**src/rtl/mdu_iter.sv**
```systemverilog
// Iterative multiply/divide unit that owns the architectural HI/LO registers.
// Shift-add multiply and restoring divide, one iteration per clock, WIDTH iterations.
module mdu_iter #(
   parameter int WIDTH = 32,
   parameter int CNT_W = $clog2(WIDTH) + 1
) (
   input  logic             clk,
   input  logic             rst,
   input  logic             start,
   input  logic [1:0]       op,
   input  logic [WIDTH-1:0] src0_i,
   input  logic [WIDTH-1:0] src1_i,
   input  logic             flush,
   input  logic             hi_we,
   input  logic             lo_we,
   input  logic [WIDTH-1:0] wdata_i,
   output logic [WIDTH-1:0] hi_o,
   output logic [WIDTH-1:0] lo_o,
   output logic             busy,
   output logic             done
);

   typedef enum logic [1:0] {IDLE, CALC, FIX} state_t;

   state_t               r_state;
   logic                 r_isDiv;
   logic                 r_negQ;
   logic                 r_negR;
   logic                 r_divZero;
   logic [WIDTH-1:0]     r_operand;
   logic [WIDTH-1:0]     r_dividendRaw;
   logic [2*WIDTH-1:0]   r_acc;
   logic [CNT_W-1:0]     r_cnt;
   logic [WIDTH-1:0]     r_hi;
   logic [WIDTH-1:0]     r_lo;
   logic                 r_busy;
   logic                 r_done;

   logic                 w_signed;
   logic [WIDTH-1:0]     w_abs0;
   logic [WIDTH-1:0]     w_abs1;
   logic [WIDTH:0]       w_mulSum;
   logic [2*WIDTH-1:0]   w_mulNext;
   logic [WIDTH:0]       w_divShift;
   logic [WIDTH:0]       w_divDiff;
   logic [2*WIDTH-1:0]   w_divNext;
   logic [2*WIDTH-1:0]   w_prodFix;
   logic [WIDTH-1:0]     w_quoFix;
   logic [WIDTH-1:0]     w_remFix;

   // Signed ops iterate on magnitudes; the sign is reapplied in FIX.
   assign w_signed = ~op[0];
   assign w_abs0   = (w_signed && src0_i[WIDTH-1]) ? -src0_i : src0_i;
   assign w_abs1   = (w_signed && src1_i[WIDTH-1]) ? -src1_i : src1_i;

   // Multiply: upper half accumulates, lower half holds the not-yet-consumed multiplier bits.
   assign w_mulSum  = {1'b0, r_acc[2*WIDTH-1:WIDTH]} + {1'b0, (r_acc[0] ? r_operand : {WIDTH{1'b0}})};
   assign w_mulNext = {w_mulSum, r_acc[WIDTH-1:1]};

   // Divide: upper half is the partial remainder, lower half shifts dividend out and quotient in.
   assign w_divShift = r_acc[2*WIDTH-1:WIDTH-1];
   assign w_divDiff  = w_divShift - {1'b0, r_operand};
   assign w_divNext  = {(w_divDiff[WIDTH] ? w_divShift[WIDTH-1:0] : w_divDiff[WIDTH-1:0]),
                        r_acc[WIDTH-2:0], ~w_divDiff[WIDTH]};

   assign w_prodFix = r_negQ ? -r_acc : r_acc;
   assign w_quoFix  = r_negQ ? -r_acc[WIDTH-1:0] : r_acc[WIDTH-1:0];
   assign w_remFix  = r_negR ? -r_acc[2*WIDTH-1:WIDTH] : r_acc[2*WIDTH-1:WIDTH];

   always_ff @(posedge clk) begin
      if (rst) begin
         r_state       <= IDLE;
         r_isDiv       <= 1'b0;
         r_negQ        <= 1'b0;
         r_negR        <= 1'b0;
         r_divZero     <= 1'b0;
         r_operand     <= '0;
         r_dividendRaw <= '0;
         r_acc         <= '0;
         r_cnt         <= '0;
         r_hi          <= '0;
         r_lo          <= '0;
         r_busy        <= 1'b0;
         r_done        <= 1'b0;
      end else begin
         r_done <= 1'b0;
         case (r_state)
            IDLE: begin
               if (!flush && start) begin
                  r_isDiv       <= op[1];
                  r_negQ        <= w_signed & (src0_i[WIDTH-1] ^ src1_i[WIDTH-1]);
                  r_negR        <= w_signed & src0_i[WIDTH-1];
                  r_divZero     <= op[1] & (src1_i == '0);
                  r_dividendRaw <= src0_i;
                  r_operand     <= op[1] ? w_abs1 : w_abs0;
                  r_acc         <= {{WIDTH{1'b0}}, (op[1] ? w_abs0 : w_abs1)};
                  r_cnt         <= '0;
                  r_state       <= CALC;
                  r_busy        <= 1'b1;
               end else if (!flush) begin
                  if (hi_we) r_hi <= wdata_i;
                  if (lo_we) r_lo <= wdata_i;
               end
            end
            CALC: begin
               if (flush) begin
                  r_state <= IDLE;
                  r_busy  <= 1'b0;
               end else begin
                  r_acc <= r_isDiv ? w_divNext : w_mulNext;
                  r_cnt <= r_cnt + CNT_W'(1);
                  if (r_cnt == CNT_W'(WIDTH - 1)) r_state <= FIX;
               end
            end
            FIX: begin
               r_state <= IDLE;
               r_busy  <= 1'b0;
               if (!flush) begin
                  r_done <= 1'b1;
                  if (!r_isDiv) begin
                     r_hi <= w_prodFix[2*WIDTH-1:WIDTH];
                     r_lo <= w_prodFix[WIDTH-1:0];
                  end else if (r_divZero) begin
                     r_hi <= r_dividendRaw;
                     r_lo <= {WIDTH{1'b1}};
                  end else begin
                     r_hi <= w_remFix;
                     r_lo <= w_quoFix;
                  end
               end
            end
            default: begin
               r_state <= IDLE;
               r_busy  <= 1'b0;
            end
         endcase
      end
   end

   assign hi_o = r_hi;
   assign lo_o = r_lo;
   assign busy = r_busy;
   assign done = r_done;

endmodule

```
**config.mk**
```make
export PLATFORM = sky130hd
export DESIGN_NAME = mdu_iter
export DESIGN_NICKNAME = d
export VERILOG_FILES = /design/src/rtl/mdu_iter.sv
export SDC_FILE = /design/constraint.sdc
export NUM_CORES = 1
export LEC_CHECK = 0
export BUFFER_PORTS_ARGS = -buffer_cell sky130_fd_sc_hd__clkbuf_2
export CORE_MARGIN = 4
export CORE_UTILIZATION = 35
export DETAILED_ROUTE_END_ITERATION = 6
export PLACE_DENSITY = 0.56
export SLEW_MARGIN = 5
export SYNTH_ARGS = -nofsm -noshare
export SYNTH_HDL_FRONTEND = slang
export SYNTH_SLANG_ARGS = --single-unit
```
**constraint.sdc**
```tcl
create_clock -name clk -period 6.9 [get_ports clk]
set_input_delay 0.345 -clock clk [delete_from_list [all_inputs] [get_ports clk]]
set_output_delay 0.345 -clock clk [all_outputs]
set_load 0.005 [all_outputs]
```
==> results.ini <==
[grt]
grt_max_degree=116
grt_usage_pct=27.34
met3_usage_pct=6.525
antenna_found_initial=2
grt.met1_usage_pct=37.18
grt_pass1_vias=17133
grt_overflow=0
use_met2_pct=41.32
grt_pass1_wl_um=107400
busiest_layer=met2

[logic_synthesis]
avgSynthCellArea_um2=7.186
synth_flop_cell=dfxtp_1
synth-edff-count=0
ys_warn_count=0
async_flop_share_pct=0
synth.distinct_cells=78
synth_nets=2497
ys_ff_latch=206
synthCells=2322
syn_area_mm2=0.01669
ys_seq_area_share_pct=24.72

[die]
rows=79
dieWidth_um=226.3
io_pins=170
core_mm2=0.04685
initial_utilization_pct=35.61
die_h_um=226.3
die_area_mm2=0.05123

[timing]
report.final.slew_viol_count=0
setup_viol=0
fin_tns_setup_ns=0
min_period_over_period_pct=57.12
rsz0062_at_grt=false
worst_pin_slew_ns=1.272
period_minus_slack_ns=3.941
skew_ns=0.01727
finalHoldViolations=0
fmax_mhz=253.7
max_slew_margin_pct=14.86

[job]
maxCapViolCount=0

[cts]
clockBufferDepth=3
clk_pin_slew_ns=0.07
cts_root_buffer=clkbuf_16
post_cts_buffers=0
clock_latency_ns=0.57
cts.sinks=206
cts_resized=0
cts.hold.buffers_added=0
cts_tree=yes
numCtsBuffers=25
cts.htree.levels=1

[placement]
numPortBuffers=169
placedCellCount=2956
place.gp.congestion=0.9910
postPlaceCellArea_mm2=0.01788
detailed_place_hpwl_um=56690

[detailed_routing]
first_pass_iters=5
drc=0
wl_per_cell_um=24.30
drtIter0Drc=1782
num_vias=18131
vias_per_cell=6.042
routed_wirelength_um=72930
drtAntennaViolNets=0

[finish]
final_area_mm2=0.01873
fin_cells=3001
postLayoutCoreUtil_pct=39.97
nets=2551
drive_gt1_share_pct=11.78
area_growth_syn_to_layout_pct=12.24

[setup_path]
crit_chain=ha_1, a21oi_1, nand2_1, o21ai_0, o211a_1, o21ai_1, o211ai_1, buf_4, mux2_2, a221o_1
cp_slowest_stage_delay_ns=0.74
criticalPathCategory=reg -> reg
critPathLaunchType=register
cp_data_arrival_time_ns=4.39
crit_path_max_fanout=27
crit_family=compound AO/OA/AOI/OAI gates
required_ns=7.35
end_kind=register
timing.critical_path.buf_inv=1
cpMaxStageDelayCell=o21ai_0

[power]
p_per_area_mw_per_mm2=190.3
p_total_mw=3.565
leakage_nw=7.468
ir_drop_mv=0.1719

[outcome]
status=completed

[min_path]
hp-class=in -> reg

synthesized netlist by cell type (13+ instances only):
| master | instances | share of area (%) |
|---|---|---|
| a211oi_1 | 47 | 2.1 |
| a21o_1 | 26 | 1.2 |
| a21oi_1 | 265 | 7.9 |
| a22oi_1 | 14 | 0.63 |
| a31oi_1 | 18 | 0.67 |
| and2_1 | 19 | 0.71 |
| and3_1 | 13 | 0.49 |
| clkbuf_1 | 147 | 3.3 |
| dfxtp_1 | 206 | 25 |
| ha_1 | 69 | 5.2 |
| inv_1 | 63 | 1.4 |
| mux2_2 | 14 | 0.94 |
| mux2i_1 | 59 | 3.5 |
| nand2_1 | 310 | 7.0 |
| nand2b_1 | 18 | 0.67 |
| nand3_1 | 29 | 0.87 |
| nand4_1 | 19 | 0.71 |
| nor2_1 | 222 | 5.0 |
| nor2b_1 | 15 | 0.56 |
| nor3_1 | 63 | 1.9 |
| o211ai_1 | 45 | 2.0 |
| o21ai_0 | 163 | 4.9 |
| o221ai_1 | 26 | 1.4 |
| o31ai_1 | 27 | 1.2 |
| o41ai_1 | 14 | 0.73 |
| or2_2 | 15 | 0.56 |
| or3_1 | 18 | 0.67 |
| xnor2_1 | 98 | 5.1 |
| xor2_1 | 86 | 4.5 |
path summary, 6_finish.rpt:
check,start,endpoint,slack [ns],depth (start not counted)
setup / recovery,r_acc[38],r_acc[62],2.96,10
hold / removal,src0_i[17],r_dividendRaw[17],0.05,3
hold reg to reg,r_operand[20],r_operand[20],0.45,2
setup reg to reg,r_acc[38],r_acc[62],2.96,10
placed cells by master (no fill, tap or decap), types with 11 or more instances in the layout:
cell type	synthesis	routed
a211oi_1	47	47
a21o_1	26	26
a21oi_1	265	265
a22oi_1	14	14
a311oi_1	11	11
a31oi_1	18	18
and2_1	19	19
and3_1	13	13
buf_4	1	25
clkbuf_16	0	25
clkbuf_2	1	168
dfxtp_1	206	204
ha_1	69	69
inv_1	63	63
mux2_2	14	14
mux2i_1	59	59
nand2_1	310	310
nand2b_1	18	17
nand3_1	29	29
nand4_1	19	19
nor2_1	222	221
nor2b_1	15	14
nor3_1	63	63
nor4_1	12	12
o211a_1	12	12
o211ai_1	45	45
o21a_1	11	11
o21ai_0	163	162
o221ai_1	26	26
o31ai_1	27	27
o41ai_1	14	14
or2_2	15	15
or3_1	18	18
or4_1	11	11
xnor2_1	98	98
xor2_1	86	86
registers in the layout, indices dropped and copies added (netlist names):
| signal | flops |
|---|---|
| busy | 1 |
| r_negR | 1 |
| done | 1 |
| lo_o | 32 |
| r_dividendRaw | 32 |
| hi_o | 32 |
| r_state | 2 |
| r_isDiv | 1 |
| r_negQ | 1 |
| r_operand | 32 |
| r_acc | 64 |
| r_divZero | 1 |
| r_cnt | 6 |
cell families after synthesis:
kind of cell / count (synthesis) / synth area share, %
DFF: 206 / 24.72
and+or+nand+nor: 789 / 21.44
xor gates and xnor gates: 184 / 9.658
buffers and inverters: 231 / 5.324
adders and majority gates: 71 / 5.414
AOI/OAI and AO/OA: 768 / 28.97
muxes: 73 / 4.484
power breakdown:
group | switching [mW] | leakage [nW] | internal (mW)
logic | 0.544 | 5.37 | 0.298
clock network | 0.575 | 0.415 | 0.824
registers | 0.0786 | 1.68 | 1.24
total | 1.20 | 7.47 | 2.37
area by class of cell:
class,instances,area (um^2)
Clock buffer,34,699.4
Multi-Input combinational cell,1885,11700
Antenna cell,1,2.502
Clock inverter,10,146.4
Timing Repair Buffer,194,1049
Inverter,64,240.2
Fill cell,5007,28120
Tap cell,607,759.5
Sequential cell,206,4129
worst min-delay path, stage by stage:
cell,delay (ns)
clkbuf_2,0.11
nand2_1,0.06
a21oi_1,0.05
routing by layer:
metal / vias to the layer above / share of wire, %
met2: 844 / 43
met4: 0 / 5.1
met3: 177 / 9.0
met1: 8623 / 43
li1: 8487 / -
met5: - / 0
metrics by stage:
stage | hold WS [ns] | setup slack (ns)
final | 0.05198 | 2.959
after global routing | 0.07042 | 2.722
after CTS | 0.03135 | 2.998
after detailed placement | 0.4477 | 3.058
after global placement | 0.4356 | 3.114
after floorplan | 0.4230 | 3.715
(Power assumes the default switching activity.)
